<file path="config.mk">
export PLATFORM = sky130hd
export DESIGN_NAME = serial_adder_unit_flat
export DESIGN_NICKNAME = d
export VERILOG_FILES = /design/src/rtl/serial_adder_if.sv /design/src/rtl/serial_adder_unit.sv /design/src/flat_wrapper.sv
export SDC_FILE = /design/constraint.sdc
export NUM_CORES = 1
export LEC_CHECK = 0
export BUFFER_PORTS_ARGS = -buffer_cell sky130_fd_sc_hd__buf_2
export CAP_MARGIN = 20
export CORE_MARGIN = 2
export CORE_UTILIZATION = 49
export DETAILED_ROUTE_END_ITERATION = 10
export GPL_TIMING_DRIVEN = 1
export PLACE_DENSITY = 0.7
export SYNTH_ARGS = -nofsm -noshare
export SYNTH_HDL_FRONTEND = slang
export SYNTH_SLANG_ARGS = --single-unit
</file>
<file path="constraint.sdc">
create_clock -name clk -period 1.89 [get_ports clk]
set_input_delay 0.189 -clock clk [delete_from_list [all_inputs] [get_ports clk]]
set_output_delay 0.189 -clock clk [all_outputs]
set_load 0.01 [all_outputs]
</file>
<file path="src/rtl/serial_adder_if.sv">
// Operand/result handshake bundle for the bit-serial adder.
// The master drives operands and out_ready; the slave returns the result.
interface serial_adder_if #(
  parameter int unsigned WIDTH = 8
);
  logic             in_valid;
  logic             in_ready;
  logic [WIDTH-1:0] op_a;
  logic [WIDTH-1:0] op_b;
  logic             carry_in;
  logic             out_valid;
  logic             out_ready;
  logic [WIDTH-1:0] result;
  logic             carry_out;
  logic             zero;
  logic             busy;

  modport master (
    output in_valid, op_a, op_b, carry_in, out_ready,
    input  in_ready, out_valid, result, carry_out, zero, busy
  );

  modport slave (
    input  in_valid, op_a, op_b, carry_in, out_ready,
    output in_ready, out_valid, result, carry_out, zero, busy
  );
endinterface

</file>
<file path="src/rtl/serial_adder_unit.sv">
// Bit-serial adder: two half-adder stages and a carry flop add two WIDTH-bit
// operands LSB-first, one bit per clock, behind valid/ready handshakes.
module serial_adder_unit #(
  parameter int unsigned WIDTH = 8
) (
  input  logic           clk,
  input  logic           rst,
  serial_adder_if.slave  bus
);

  localparam int unsigned CW = $clog2(WIDTH) + 1;

  typedef enum logic [1:0] {
    S_IDLE = 2'd0,
    S_ADD  = 2'd1,
    S_DONE = 2'd2
  } state_t;

  state_t           state;
  state_t           state_next;

  logic [WIDTH-1:0] a_sh;
  logic [WIDTH-1:0] b_sh;
  logic [WIDTH-1:0] sum_sh;
  logic             carry_q;
  logic [CW-1:0]    cnt;

  logic [WIDTH-1:0] result_q;
  logic             carry_out_q;
  logic             zero_q;
  logic             in_ready_q;
  logic             out_valid_q;
  logic             busy_q;

  logic             in_ready_d;
  logic             out_valid_d;
  logic             busy_d;

  logic             accept_c;
  logic             last_bit_c;
  logic             ha0_s_c;
  logic             ha0_c_c;
  logic             ha1_s_c;
  logic             ha1_c_c;
  logic             carry_c;
  logic [WIDTH-1:0] sum_next_c;

  // Bit-slice: half adder on the operand bits, half adder with the carry, OR of carries.
  always_comb begin
    ha0_s_c    = a_sh[0] ^ b_sh[0];
    ha0_c_c    = a_sh[0] & b_sh[0];
    ha1_s_c    = ha0_s_c ^ carry_q;
    ha1_c_c    = ha0_s_c & carry_q;
    carry_c    = ha0_c_c | ha1_c_c;
    sum_next_c = (sum_sh >> 1) | (WIDTH'(ha1_s_c) << (WIDTH - 1));
    accept_c   = bus.in_valid && (state == S_IDLE);
    last_bit_c = (cnt == CW'(WIDTH - 1));
  end

  always_ff @(posedge clk or posedge rst) begin
    if (rst) begin
      state <= S_IDLE;
    end else begin
      state <= state_next;
    end
  end

  always_comb begin
    state_next = state;
    case (state)
      S_IDLE:  if (accept_c)      state_next = S_ADD;
      S_ADD:   if (last_bit_c)    state_next = S_DONE;
      S_DONE:  if (bus.out_ready) state_next = S_IDLE;
      default:                    state_next = S_IDLE;
    endcase
  end

  // Handshake flags are decoded from the next state so they register in step with it.
  always_comb begin
    in_ready_d  = 1'b0;
    out_valid_d = 1'b0;
    busy_d      = 1'b0;
    case (state_next)
      S_IDLE:  in_ready_d  = 1'b1;
      S_ADD:   busy_d      = 1'b1;
      S_DONE: begin
        out_valid_d = 1'b1;
        busy_d      = 1'b1;
      end
      default: in_ready_d  = 1'b1;
    endcase
  end

  always_ff @(posedge clk or posedge rst) begin
    if (rst) begin
      in_ready_q  <= 1'b1;
      out_valid_q <= 1'b0;
      busy_q      <= 1'b0;
    end else begin
      in_ready_q  <= in_ready_d;
      out_valid_q <= out_valid_d;
      busy_q      <= busy_d;
    end
  end

  // Shift datapath; published result/flags only change on the final bit.
  always_ff @(posedge clk or posedge rst) begin
    if (rst) begin
      a_sh        <= '0;
      b_sh        <= '0;
      sum_sh      <= '0;
      carry_q     <= 1'b0;
      cnt         <= '0;
      result_q    <= '0;
      carry_out_q <= 1'b0;
      zero_q      <= 1'b0;
    end else begin
      case (state)
        S_IDLE: begin
          if (accept_c) begin
            a_sh    <= bus.op_a;
            b_sh    <= bus.op_b;
            carry_q <= bus.carry_in;
            sum_sh  <= '0;
            cnt     <= '0;
          end
        end
        S_ADD: begin
          a_sh    <= a_sh >> 1;
          b_sh    <= b_sh >> 1;
          carry_q <= carry_c;
          sum_sh  <= sum_next_c;
          cnt     <= cnt + CW'(1);
          if (last_bit_c) begin
            result_q    <= sum_next_c;
            carry_out_q <= carry_c;
            zero_q      <= (sum_next_c == '0);
          end
        end
        default: ;
      endcase
    end
  end

  assign bus.in_ready  = in_ready_q;
  assign bus.out_valid = out_valid_q;
  assign bus.busy      = busy_q;
  assign bus.result    = result_q;
  assign bus.carry_out = carry_out_q;
  assign bus.zero      = zero_q;

endmodule

</file>
<file path="src/flat_wrapper.sv">
// flat-port wrapper written by rule: the top's interface ports become plain ports
module serial_adder_unit_flat 
#(
  parameter int unsigned WIDTH = 8
)
  (clk, rst, bus_in_valid, bus_op_a, bus_op_b, bus_carry_in, bus_out_ready, bus_in_ready, bus_out_valid, bus_result, bus_carry_out, bus_zero, bus_busy);
  serial_adder_if #(.WIDTH(WIDTH)) bus_i ();
  input  logic clk;
  input  logic rst;
  input wire logic [$bits(bus_i.in_valid)-1:0] bus_in_valid;
  input wire logic [$bits(bus_i.op_a)-1:0] bus_op_a;
  input wire logic [$bits(bus_i.op_b)-1:0] bus_op_b;
  input wire logic [$bits(bus_i.carry_in)-1:0] bus_carry_in;
  input wire logic [$bits(bus_i.out_ready)-1:0] bus_out_ready;
  output wire logic [$bits(bus_i.in_ready)-1:0] bus_in_ready;
  output wire logic [$bits(bus_i.out_valid)-1:0] bus_out_valid;
  output wire logic [$bits(bus_i.result)-1:0] bus_result;
  output wire logic [$bits(bus_i.carry_out)-1:0] bus_carry_out;
  output wire logic [$bits(bus_i.zero)-1:0] bus_zero;
  output wire logic [$bits(bus_i.busy)-1:0] bus_busy;
  assign bus_i.in_valid = bus_in_valid;
  assign bus_i.op_a = bus_op_a;
  assign bus_i.op_b = bus_op_b;
  assign bus_i.carry_in = bus_carry_in;
  assign bus_i.out_ready = bus_out_ready;
  assign bus_in_ready = bus_i.in_ready;
  assign bus_out_valid = bus_i.out_valid;
  assign bus_result = bus_i.result;
  assign bus_carry_out = bus_i.carry_out;
  assign bus_zero = bus_i.zero;
  assign bus_busy = bus_i.busy;
  serial_adder_unit #(.WIDTH(WIDTH)) u_core (.clk(clk), .rst(rst), .bus(bus_i));
endmodule
</file>
# Word-level counts from Yosys, hierarchy flattened
# Cells that the tools add are included.
dict set report classes {
  shifts 0
  n_bitwise 6
  n_reduce_logical 7
  n_lt_le_gt_ge 0
  n_div 0
  n_addsub 1
  n_mul 0
  n_mux 17
  n_eq_ne 6
}
# cell count
set ops {}
lappend ops {{$pmux W8 S2} 3}
lappend ops {{$mux W8} 3}
lappend ops {{$logic_not A8 Y1} 1}
lappend ops {{$or A7 B8 Y8} 1}
lappend ops {{$pmux W4 S2} 1}
lappend ops {{$mux W2} 3}
lappend ops {{$pmux W2 S3} 1}
lappend ops {{$add A4 B1 Y4 const B} 1}
lappend ops {{$eq A2 B1 Y1 const B} 2}
lappend ops {{$eq A2 B2 Y1 const B} 2}
lappend ops {{$eq A4 B3 Y1 const B} 1}
lappend ops {{$mux W1} 4}
lappend ops {{$mux W4} 1}
lappend ops {{$reduce_and A2 Y1} 2}
lappend ops {{$and A1 B1 Y1} 2}
lappend ops {{$logic_not A2 Y1} 1}
lappend ops {{$ne A2 B1 Y1 const B} 1}
lappend ops {{$pmux W1 S2} 1}
lappend ops {{$reduce_bool A2 Y1} 1}
lappend ops {{$reduce_or A2 Y1} 1}
lappend ops {{$xor A1 B1 Y1} 2}
lappend ops {{$logic_and A1 B1 Y1} 1}
lappend ops {{$or A1 B1 Y1} 1}
dict set report word_totals {
  latch_bits 0
  wordCells 49
  memories 0
  mem_bits_ro 0
  input_bits 21
  output_inout_bits 13
  ramBits 0
  regBits 44
}

# Depth between registers and ports, before layout
dict set report depth {
  depth_word 7
  ltp_mapped 7
  ltp_nobuf 6
}

# Worst setup path after synthesis
# OpenSTA, ideal clock, no wires.
dict set report synth_path {
  kind {reg2reg}
  from {register u_core.cnt[0]}
  to {register u_core.busy_q (netlist: u_core.bus.busy)}
  setup_ns 0.114
  required_ns 1.776
  stages_incl_launch_ff 8
  path_slack_ns 0.152
  synth_period_minus_slack_ns 1.738
  arrival_time_ns 1.624
  n_path_buf 1
  cell_sequence {dfrtp_1 ha_1 and3b_4 and2_4 buf_8 or2_1 ha_1 inv_1}
}
dict set report synth_via {
  elab_chain_cells 6
  word_cells_on_any_way 7
  classes_between {eq/ne (3); mux (3); reduce/logical (1)}
}
# element line
set synth_lines {}
lappend synth_lines {{start, declared} serial_adder_unit.sv:26} ;# logic [CW-1:0] cnt;
lappend synth_lines {{start signal, assigned} serial_adder_unit.sv:133} ;# cnt <= cnt + CW'(1);
lappend synth_lines {{$eq A4 B3 Y1 (*)} serial_adder_unit.sv:57} ;# last_bit_c = (cnt == CW'(WIDTH - 1));
lappend synth_lines {{$mux W2 (*)} serial_adder_unit.sv:72} ;# S_ADD: if (last_bit_c) state_next = S_DONE;
lappend synth_lines {{$pmux W2 S3 (*)} serial_adder_unit.sv:70} ;# case (state)
lappend synth_lines {{net u_core.state_next[1]} serial_adder_unit.sv:20} ;# state_t state_next;
lappend synth_lines {{$eq A2 B1 Y1 or $eq A2 B2 Y1 (tied branches)} serial_adder_unit.sv:83} ;# case (state_next)
lappend synth_lines {{$reduce_or A2 Y1 (no line) (*)} -}
lappend synth_lines {{$mux W1 (*)} serial_adder_unit.sv:83}
lappend synth_lines {{net u_core.busy_d} serial_adder_unit.sv:37} ;# logic busy_d;
lappend synth_lines {{end signal, assigned} serial_adder_unit.sv:102} ;# busy_q <= busy_d;
lappend synth_lines {{end, declared} serial_adder_unit.sv:33} ;# logic busy_q;
# The timed path passes the listed nets; every way through them passes the cells marked *.
# A chain may end at the register's enable or synchronous reset.

# Final worst setup path
# Ends and elaborated chain as after synthesis.

==> parameters.txt <==
Parameter                              Value

Timing
  Setup repair after global routing missed its margin    false
  Hold slack    0.01834 ns
  # setup viols final    0
  Clock period minus worst slack    1.683 ns
  Worst Tran Pin Value    0.5172 ns
  Period Utilization, post-route    0.8907
  Headroom to the max-slew limit    0.6552
  Total Negative Setup Slacks    0 ns
  Fin Clk Skew    0.007574 ns
  Number of failing hold endpoints at the final stage    0
  F_max    594.0 MHz
  Max-slew violation total from the final report    0

Routing
  Pre-Repair DR Iteration Count    5
  Per-cell routed wire length    14.97 um
  Starting DRT DRC Count    116
  Vias    1363
  Number of design rule violations left after detail routing    0
  Vias per cell    5.518
  Routed Antenna Nets    0
  Total wire length    3.698 mm

Finish
  Final std cells w/o fill    247
  Count of antenna diodes in the layout    0
  Layout-stage area growth over the synthesis result    16.07%
  Final design area excluding fillers    2215 sq um
  Ratio of cells with drive above 1 in the final layout    0.3266
  Number of nets in the final layout    222

Synthesis
  Share of the synthesized netlist area taken by xor and xnor gates    0
  Fraction of the mapped netlist area in compound gates    0.1941
  Dominant cells by area after synthesis    sky130_fd_sc_hd__dfrtp_1, sky130_fd_sc_hd__mux2_4, sky130_fd_sc_hd__a22oi_1
  Largest family of logic cells by synthesized area    compound AO/OA/AOI/OAI gates
  Netlist Area Pre-Place    1908 sq um
  Most used DFF post-synth    sky130_fd_sc_hd__dfrtp_1
  Per-instance average area after synthesis    11.85 sq um
  Share of synthesized flip-flops with an asynchronous set or reset    1.000
  Number of warnings issued by yosys    0
  Most frequent cell after synthesis    sky130_fd_sc_hd__dfrtp_1
  Share of the synthesized area in the top cell type    0.5508
  Yosys reg bits    43
  Sequential share of the synthesized area    0.5646
  Simple-Gate Fraction of Synth Area    0.09836
  Post-synthesis share of cell area spent on full adders, half adders and majority gates    0.02361
  Mux share of post-synthesis cell area    0.08066
  Largest area contributor in the netlist    sky130_fd_sc_hd__dfrtp_1
  Count of cell types in the netlist    29
  Syn_nets    185
  Number of enable-type register cells in the synthesized netlist    0
  Synth top cells by count    sky130_fd_sc_hd__dfrtp_1, sky130_fd_sc_hd__o21ai_0, sky130_fd_sc_hd__a22oi_1, sky130_fd_sc_hd__nor2b_1, sky130_fd_sc_hd__a21oi_1
  Cells after synthesis    161

Place
  Placed cell areas    2131 sq um
  Estimated wirelength of the detail-placed design    2.580 mm
  Routability cong.    0.7404
  Number of port buffers    33
  Placed instance count    239

Global route
  Pin count of the biggest net entering global routing    44
  GRT Max-Usage Layer    met2
  Wire length of the first global-routing pass    6.327 mm
  Via count of the first global-routing pass    1373
  Met1 Resource Use GR    0.2486
  Met2 Usage GRT    0.3150
  Grt met3 use    0.05111
  Global router's overall resource usage    0.1921
  Overflow left after global routing    0
  Initial antenna violation count    0

Critical path
  Setup slack of the worst register-to-register path    0.21 ns
  Worst path buffer plus inverter count    1
  Kind of cell with the highest combined delay on the critical path    simple AND/OR/NAND/NOR gates
  CP required    2.07 ns
  List of cells traversed by the critical path    ha_1, and3b_4, and2_4, or2_1, ha_1, inv_1
  Number of cells on the worst reg-to-reg path    6
  Most repeated library cell on the critical path    sky130_fd_sc_hd__ha_1
  Biggest fanout along the worst timing path    4
  Critical path arrival    1.87 ns
  Sort of element at the start of the critical path    flip-flop
  Cell with the largest stage delay on the worst path    sky130_fd_sc_hd__dfrtp_1
  Nature of the critical path endpoint    flip-flop
  Reg-to-reg startpoint    u_core.cnt[0]
  Classification of the worst setup path    reg2reg
  Reg-to-reg endpoint    u_core.bus.busy
  Maximum cell stage delay along the critical path    0.42 ns

Power and ir drop
  Pwr Total    3.179 mW
  Maximum resistive drop on vdd    0.0006602 V
  Leakage    1.062 nW
  Power per unit of standard cell area    1436 nW/um^2

Die
  Die boundary width    66.40 um
  Initial Util    0.5135
  Std-Cell Core Area    3716 sq um
  Die outline area    4409 sq um
  Num rows    22
  Number of placed I/O pins    34
  Die height    66.40 um

Clock tree
  Total CTS buffers    5
  CTS HTree Levels    2
  Clock sink total    43
  Clock insertion delay at the later pin of the skew report    0.29 ns
  Clock tree from TritonCTS    yes
  Post-CTS setup buffer count    0
  Buffer type at the clock tree root    sky130_fd_sc_hd__clkbuf_8
  Resized Gates After CTS    0
  Cts-stage hold buffer count    0
  Clock edge transition at the registers on the reported setup and hold paths    0.08 ns
  Clock Path Buffers    2

Worst hold path
  Class of the tightest hold or removal check    in2async

Outcome
  Run status    complete, no violations

Run
  Max capacitance violation total    0
## final cells by class
cell class,instances,area [sq um]
clock inverters,3,15.01
flip-flops and latches,43,1077
fillers,321,1501
multi-input cells,103,757.0
inverters,5,18.77
clock buffers,5,68.82
well taps,48,60.06
repair buffers,40,217.7
## how the worst max path moves through the flow
| stage | start | to | slack, ns | depth (start not counted) |
|---|---|---|---|---|
| 6_report | u_core.cnt[0] | u_core.bus.busy | 0.21 | 6 |
| 5_1_grt | u_core.cnt[0] | u_core.bus.busy | 0.15 | 6 |
| 4_1_cts | u_core.cnt[0] | u_core.bus.busy | 0.19 | 6 |
| 3_5_place_dp | u_core.cnt[0] | u_core.bus.busy | 0.21 | 6 |
| 3_3_place_gp | u_core.cnt[0] | u_core.bus.busy | 0.27 | 6 |
| 2_1_floorplan | u_core.cnt[0] | u_core.bus.busy | 0.15 | 7 |
## power by group
part / internal, mW / switching (mW)
clock: 0.253 / 0.301
sequential: 1.25 / 0.252
combinational: 0.586 / 0.533
total: 2.09 / 1.09
## logic make-up (layout without fill, tap and decap cells)
| logic type | after synthesis | after routing |
|---|---|---|
| flip-flops | 43 | 43 |
| multiplexers | 11 | 11 |
| adder cells (fa/ha/maj) | 3 | 3 |
| buffers and inverters | 15 | 53 |
| AND/OR/NAND/NOR | 32 | 32 |
| AO/OA/AOI/OAI | 57 | 57 |
## layout by cell type (no fill, tap or decap)
cell type / instances
sky130_fd_sc_hd__dfrtp_1: 42
sky130_fd_sc_hd__buf_2: 33
sky130_fd_sc_hd__o21ai_0: 18
sky130_fd_sc_hd__a22oi_1: 15
sky130_fd_sc_hd__nor2b_1: 13
sky130_fd_sc_hd__a21oi_1: 12
sky130_fd_sc_hd__nand2_1: 8
sky130_fd_sc_hd__a22o_1: 8
sky130_fd_sc_hd__mux2_4: 8
sky130_fd_sc_hd__buf_4: 7
sky130_fd_sc_hd__inv_1: 5
sky130_fd_sc_hd__clkbuf_8: 5
sky130_fd_sc_hd__mux2_2: 3
sky130_fd_sc_hd__clkinv_2: 3
sky130_fd_sc_hd__nor4_1: 2
sky130_fd_sc_hd__nand4_1: 2
sky130_fd_sc_hd__ha_1: 2
sky130_fd_sc_hd__o21bai_2: 1
sky130_fd_sc_hd__and2b_1: 1
sky130_fd_sc_hd__and3b_4: 1
sky130_fd_sc_hd__and2_4: 1
sky130_fd_sc_hd__nor2_1: 1
sky130_fd_sc_hd__a22o_2: 1
sky130_fd_sc_hd__a21o_2: 1
sky130_fd_sc_hd__nor3b_1: 1
sky130_fd_sc_hd__or2_1: 1
sky130_fd_sc_hd__nand3_1: 1
sky130_fd_sc_hd__a211oi_1: 1
sky130_fd_sc_hd__fa_1: 1
sky130_fd_sc_hd__dfstp_2: 1
## layer usage
layer / routed length, um / part of all wire
met5: 0 / 0
met4: 68 / 0.018
met3: 155 / 0.042
met2: 1827 / 0.49
met1: 1647 / 0.45
## per-stage QoR
step	setup WS [ns]	util
final	0.2065	0.5960
after CTS	0.1931	0.5960
after global routing	0.1474	0.5960
after floorplan	0.1519	-
after global placement	0.2679	0.5734
after detailed placement	0.2064	0.5734
## tightest hold or removal path, cell delays in order
cell and delay, ns:
sky130_fd_sc_hd__buf_2 0.09, sky130_fd_sc_hd__inv_1 0.04, sky130_fd_sc_hd__buf_4 0.44
## registers in the layout, summed over array words and instances, names as in the netlist
signal and flops:
u_core.bus.busy 1, u_core.bus.result 8, u_core.b_sh 8, u_core.state 2, u_core.bus.zero 1, u_core.a_sh 8
u_core.sum_sh 7, u_core.bus.in_ready 1, u_core.cnt 4, u_core.carry_q 1, u_core.bus.carry_out 1, u_core.bus.out_valid 1
Note: power is estimated with default switching activity, not from simulation.
